<file path="src/rtl/interrupt_sequencer.sv">
// Interrupt capture, masking and entry sequencing beside the instruction decoder.
// Optional per-source vector table enabled by defining INTSEQ_VECTOR_TABLE_EN.
module interrupt_sequencer #(
   parameter int                  NUM_SRC     = 4,
   parameter int                  PC_WIDTH    = 13,
   parameter logic [PC_WIDTH-1:0] VECTOR_ADDR = 13'h004
) (
   input  logic                clk,
   input  logic                rst,
   input  logic [1:0]          q_count,
   input  logic [NUM_SRC-1:0]  src_in,
   input  logic [NUM_SRC-1:0]  ie_mask,
   input  logic [NUM_SRC-1:0]  flag_clr,
   input  logic                gie_wr_en,
   input  logic                gie_wr_data,
   input  logic                retfie_q3,
   output logic                gie,
   output logic [NUM_SRC-1:0]  flags,
   output logic                int_pending,
   output logic                force_nop,
   output logic                pc_push_en,
   output logic                pc_vector_en,
   output logic [PC_WIDTH-1:0] pc_vector,
   output logic                instr_flush,
   output logic                busy
);

   typedef enum logic {IDLE, ENTRY} state_t;

   state_t             state_reg, state_next;
   logic [NUM_SRC-1:0] sync1_reg, sync2_reg, prev_reg;
   logic [NUM_SRC-1:0] flags_reg, flags_next, rise;
   logic               gie_reg, gie_next;
   logic               q3, entry_start, entry_done;

   assign q3          = (q_count == 2'd3);
   assign int_pending = gie_reg & (|(flags_reg & ie_mask));
   assign entry_start = (state_reg == IDLE) && int_pending && q3;
   assign entry_done  = (state_reg == ENTRY) && q3;
   assign flags       = flags_reg;
   assign gie         = gie_reg;

   always_ff @(posedge clk or negedge rst) begin
      if (!rst) begin
         sync1_reg <= '0;
         sync2_reg <= '0;
         prev_reg  <= '0;
         flags_reg <= '0;
         gie_reg   <= 1'b0;
      end else begin
         sync1_reg <= src_in;
         sync2_reg <= sync1_reg;
         prev_reg  <= sync2_reg;
         flags_reg <= flags_next;
         gie_reg   <= gie_next;
      end
   end

   // A new edge beats a simultaneous software clear.
   genvar gi;
   generate
      for (gi = 0; gi < NUM_SRC; gi++) begin : g_flag
         assign rise[gi]       = sync2_reg[gi] & ~prev_reg[gi];
         assign flags_next[gi] = rise[gi] | (flags_reg[gi] & ~flag_clr[gi]);
      end
   endgenerate

   always_comb begin
      gie_next = gie_reg;
      if (entry_done)
         gie_next = 1'b0;
      else if (gie_wr_en)
         gie_next = gie_wr_data;
      else if (retfie_q3)
         gie_next = 1'b1;
   end

   always_ff @(posedge clk or negedge rst) begin
      if (!rst)
         state_reg <= IDLE;
      else
         state_reg <= state_next;
   end

   always_comb begin
      state_next = state_reg;
      case (state_reg)
         IDLE:    if (int_pending && q3) state_next = ENTRY;
         ENTRY:   if (q3) state_next = IDLE;
         default: state_next = IDLE;
      endcase
   end

   // The jump controls fire in the final q3 of the forced-NOP cycle.
   always_comb begin
      busy         = 1'b0;
      force_nop    = 1'b0;
      pc_push_en   = 1'b0;
      pc_vector_en = 1'b0;
      instr_flush  = 1'b0;
      if (state_reg == ENTRY) begin
         busy      = 1'b1;
         force_nop = 1'b1;
         if (q3) begin
            pc_push_en   = 1'b1;
            pc_vector_en = 1'b1;
            instr_flush  = 1'b1;
         end
      end
   end

`ifdef INTSEQ_VECTOR_TABLE_EN
   localparam int IDX_W = (NUM_SRC > 1) ? $clog2(NUM_SRC) : 1;

   logic [IDX_W-1:0]   idx_reg, idx_next;
   logic [NUM_SRC-1:0] active;

   assign active = flags_reg & ie_mask;

   // Descending scan so the lowest-numbered active source wins.
   always_comb begin
      idx_next = '0;
      for (int i = NUM_SRC - 1; i >= 0; i--) begin
         if (active[i])
            idx_next = IDX_W'(i);
      end
   end

   always_ff @(posedge clk or negedge rst) begin
      if (!rst)
         idx_reg <= '0;
      else if (entry_start)
         idx_reg <= idx_next;
   end

   assign pc_vector = VECTOR_ADDR + PC_WIDTH'({idx_reg, 1'b0});
`else
   logic unused_entry_start;
   assign unused_entry_start = entry_start;
   assign pc_vector          = VECTOR_ADDR;
`endif

endmodule

</file>
<file path="config.mk">
export PLATFORM = sky130hd
export DESIGN_NAME = interrupt_sequencer
export DESIGN_NICKNAME = d
export VERILOG_FILES = /design/src/rtl/interrupt_sequencer.sv
export SDC_FILE = /design/constraint.sdc
export NUM_CORES = 1
export LEC_CHECK = 0
export ABC_AREA = 0
export ABC_CLOCK_PERIOD_IN_PS = 1160
export CAP_MARGIN = 20
export CORE_UTILIZATION = 32
export DETAILED_ROUTE_END_ITERATION = 16
export GPL_TIMING_DRIVEN = 0
export PLACE_DENSITY = 0.82
export SYNTH_ARGS = -nofsm -noshare
export SYNTH_HDL_FRONTEND = slang
export SYNTH_SLANG_ARGS = --single-unit
</file>
<file path="constraint.sdc">
create_clock -name clk -period 1.16 [get_ports clk]
set_clock_uncertainty 0.15 [all_clocks]
set_input_delay 0.232 -clock clk [delete_from_list [all_inputs] [get_ports clk]]
set_output_delay 0.232 -clock clk [all_outputs]
set_load 0.1 [all_outputs]
</file>
==> qor.yml <==
power_mw: 2.057
core-area_um2: 2022
grt_util_all_layers_pct: 12.77
timing.critical_path.from: "flags[2]$_DFF_PN0_"
cts_buffers: 3
fin_setup_tns_ns: -4.046
final_hold_viol_count: 18
use_met1_pct: 10.82
tightest_slew_ns: 0.7618
rsz0062_at_grt: "true"
cts-root-buf: "clkbuf_4"
synth_top_family_by_area: "buffers and inverters"
ys_ff_latch: 18
required_ns: 0.78
setup_viol: 12
yosys_warnings: 0
path_class: "reg2out"
finalMaxSlewViolations: 0
ys_types: 15
reg2reg_to: "state_reg$_DFF_PN0_"
num_vias: 533
dpl_cell_area_um2: 1129
antenna_found_initial: 0
cellPowerDensity_nw_per_um2: 1505
r2r_setup_slack_ns: -0.03
path_depth: 4
place_ws_ns: -1.402
fp.dieW_um: 49.17
overflow: 0
max_stage_delay_ns: 0.49
synth_top_area_share_pct: 63.27
insertion_delay_ns: 0.28
rr_startpoint: "flags[2]$_DFF_PN0_"
clk_pin_slew_ns: 0.09
fin_nets: 131
synthMuxAreaShare_pct: 0
drive_above_1_share_pct: 45.95
antennaDiodeCount: 0
synthXorXnorAreaFrac_pct: 0
final_cell_area_um2: 1366
htreeDepth: 1
area_growth_pct: 91.92
final_cell_mix: "buf_4, clkdlybuf4s50_1, buf_12, conb_1, dfrtp_1"
core.rowCount: 16
synthCells: 59
synth_area_leader_cell: "dfrtp_1"
grt_pass1_wl_um: 2290
max_freq_ghz: 0.5800
yosys-top-cells-area: "dfrtp_1, buf_4, inv_1"
syn_avg_cell_area_um2: 12.07
synth_fa_ha_area_share_pct: 0
cap_violations: 0
postLayoutSetupSlackWorst_ns: -0.5640
outcome: "finished, violations left"
top_usage_layer: "met2"
dp_hpwl_um: 997
cp.arrival_ns: 1.34
synth_compound_area_share_pct: 7.557
fill_cells: 148
grtUsageMet2_pct: 26.94
ff2ff_path_depth: 3
crit_chain: "a22oi_2, nand2_1, and2_4, buf_12"
endpoint: "int_pending"
peakVddDrop_mv: 0.9144
path_buf_inv: 1
place_congestion: 0.6883
violations: "negative hold slack, negative setup slack"
path_max_fanout: 2
drt_first_iter_violations: 3
cts_buffer_depth: 2
start_kind: "flip-flop"
yosysSeqAreaShare_pct: 63.27
period_share_pct: 148.6
cp_top_family: "flip-flops"
hold_path.class: "in2async"
pin_count: 43
drc: 0
syn_area_um2: 711.9
die_h_um: 49.17
routedWlPerCell_um: 10.04
grtUsageMet3_pct: 3.427
clock-sinks: 18
grt_max_degree: 19
cts_hold_buf: 0
p_leak_nw: 0.6563
end_kind: "output pin"
grt_pass1_vias: 575
timing.slew.headroom_pct: 49.13
die_area_um2: 2417
io_buffers: 29
regArea_um2: 470.5
initial_core_util_pct: 35.21
tritoncts: "done"
multi_input_area_um2: 168.9
min_period_ns: 1.724
dr.pass1.iters: 4
routed_wl_um: 1386
synthSimpleGateAreaFrac_pct: 7.030
final_antenna_net_count: 0
whs_ns: -0.1507
worst_path_max_delay_cell: "dfrtp_4"
via_per_inst: 3.862
-- logic make-up (layout without fill, tap and decap cells) --
family	count (synthesis)	in the layout
other cells	2	13
simple gates	8	8
buf+inv	24	65
flops	18	18
compound gates	7	7
-- through the flow --
stage                     std cells  utilization, %
after global placement          126           55.82
final                           138           67.57
after global routing            138           67.57
after detailed placement        126           55.82
after floorplan                  70               -
after CTS                       137           66.46
-- synth_stat cells (all sizes together) --
| library cell | instances |
|---|---|
| conb | 2 |
| nor3b | 1 |
| o22ai | 4 |
| inv | 8 |
| nor3 | 2 |
| and2 | 1 |
| nand2 | 2 |
| dfrtp | 18 |
| a22oi | 2 |
| nor2b | 1 |
| buf | 16 |
| a22o | 1 |
| and3 | 1 |
-- per-layer routing --
metal	up-vias	part of all wire, %
li1	263	-
met1	245	34
met2	25	60
met3	0	5.8
met4	0	0
met5	-	0
-- area by class of cell --
class	count	area share [%]
flip-flops and latches	18	34.43
plain buffers	16	10.90
multi-input cells	28	12.36
repair buffers	37	34.98
well taps	27	2.473
inverters	8	2.198
clock buffers	4	2.656
-- power by group --
| group | leakage [nW] | internal, mW | switching, mW |
|---|---|---|---|
| Sequential | 0.205 | 0.685 | 0.0300 |
| Combinational | 0.430 | 0.359 | 0.617 |
| Clock | 0.0210 | 0.191 | 0.175 |
-- worst register-to-register path: cells and delay by family (launching register included) --
family          cells  cell delay [ns]
simple gates        1             0.09
compound gates      2             0.36
flops               1             0.49
-- worst min-delay path by stage --
stage,cells past startpoint,endpoint,start
after floorplan,0,gie$_DFFE_PN0P_,rst
after global placement,0,sync2_reg[1]$_DFF_PN0_,sync1_reg[1]$_DFF_PN0_
after detailed placement,0,sync2_reg[2]$_DFF_PN0_,sync1_reg[2]$_DFF_PN0_
after CTS,0,sync2_reg[2]$_DFF_PN0_,sync1_reg[2]$_DFF_PN0_
after global routing,1,sync1_reg[1]$_DFF_PN0_,rst
final,1,sync2_reg[3]$_DFF_PN0_,rst
-- repair_timing --
| action | 4_1_cts | 5_1_grt |
|---|---|---|
| setup buffers | 7 | 1 |
| endpoints found under the hold margin | 0 | 18 |
| resized for setup | 103 | 4 |
| endpoints found under the setup margin | 12 | 31 |
| pin swaps | 1 | 0 |
No activity file was read; power rests on OpenSTA's default activity.
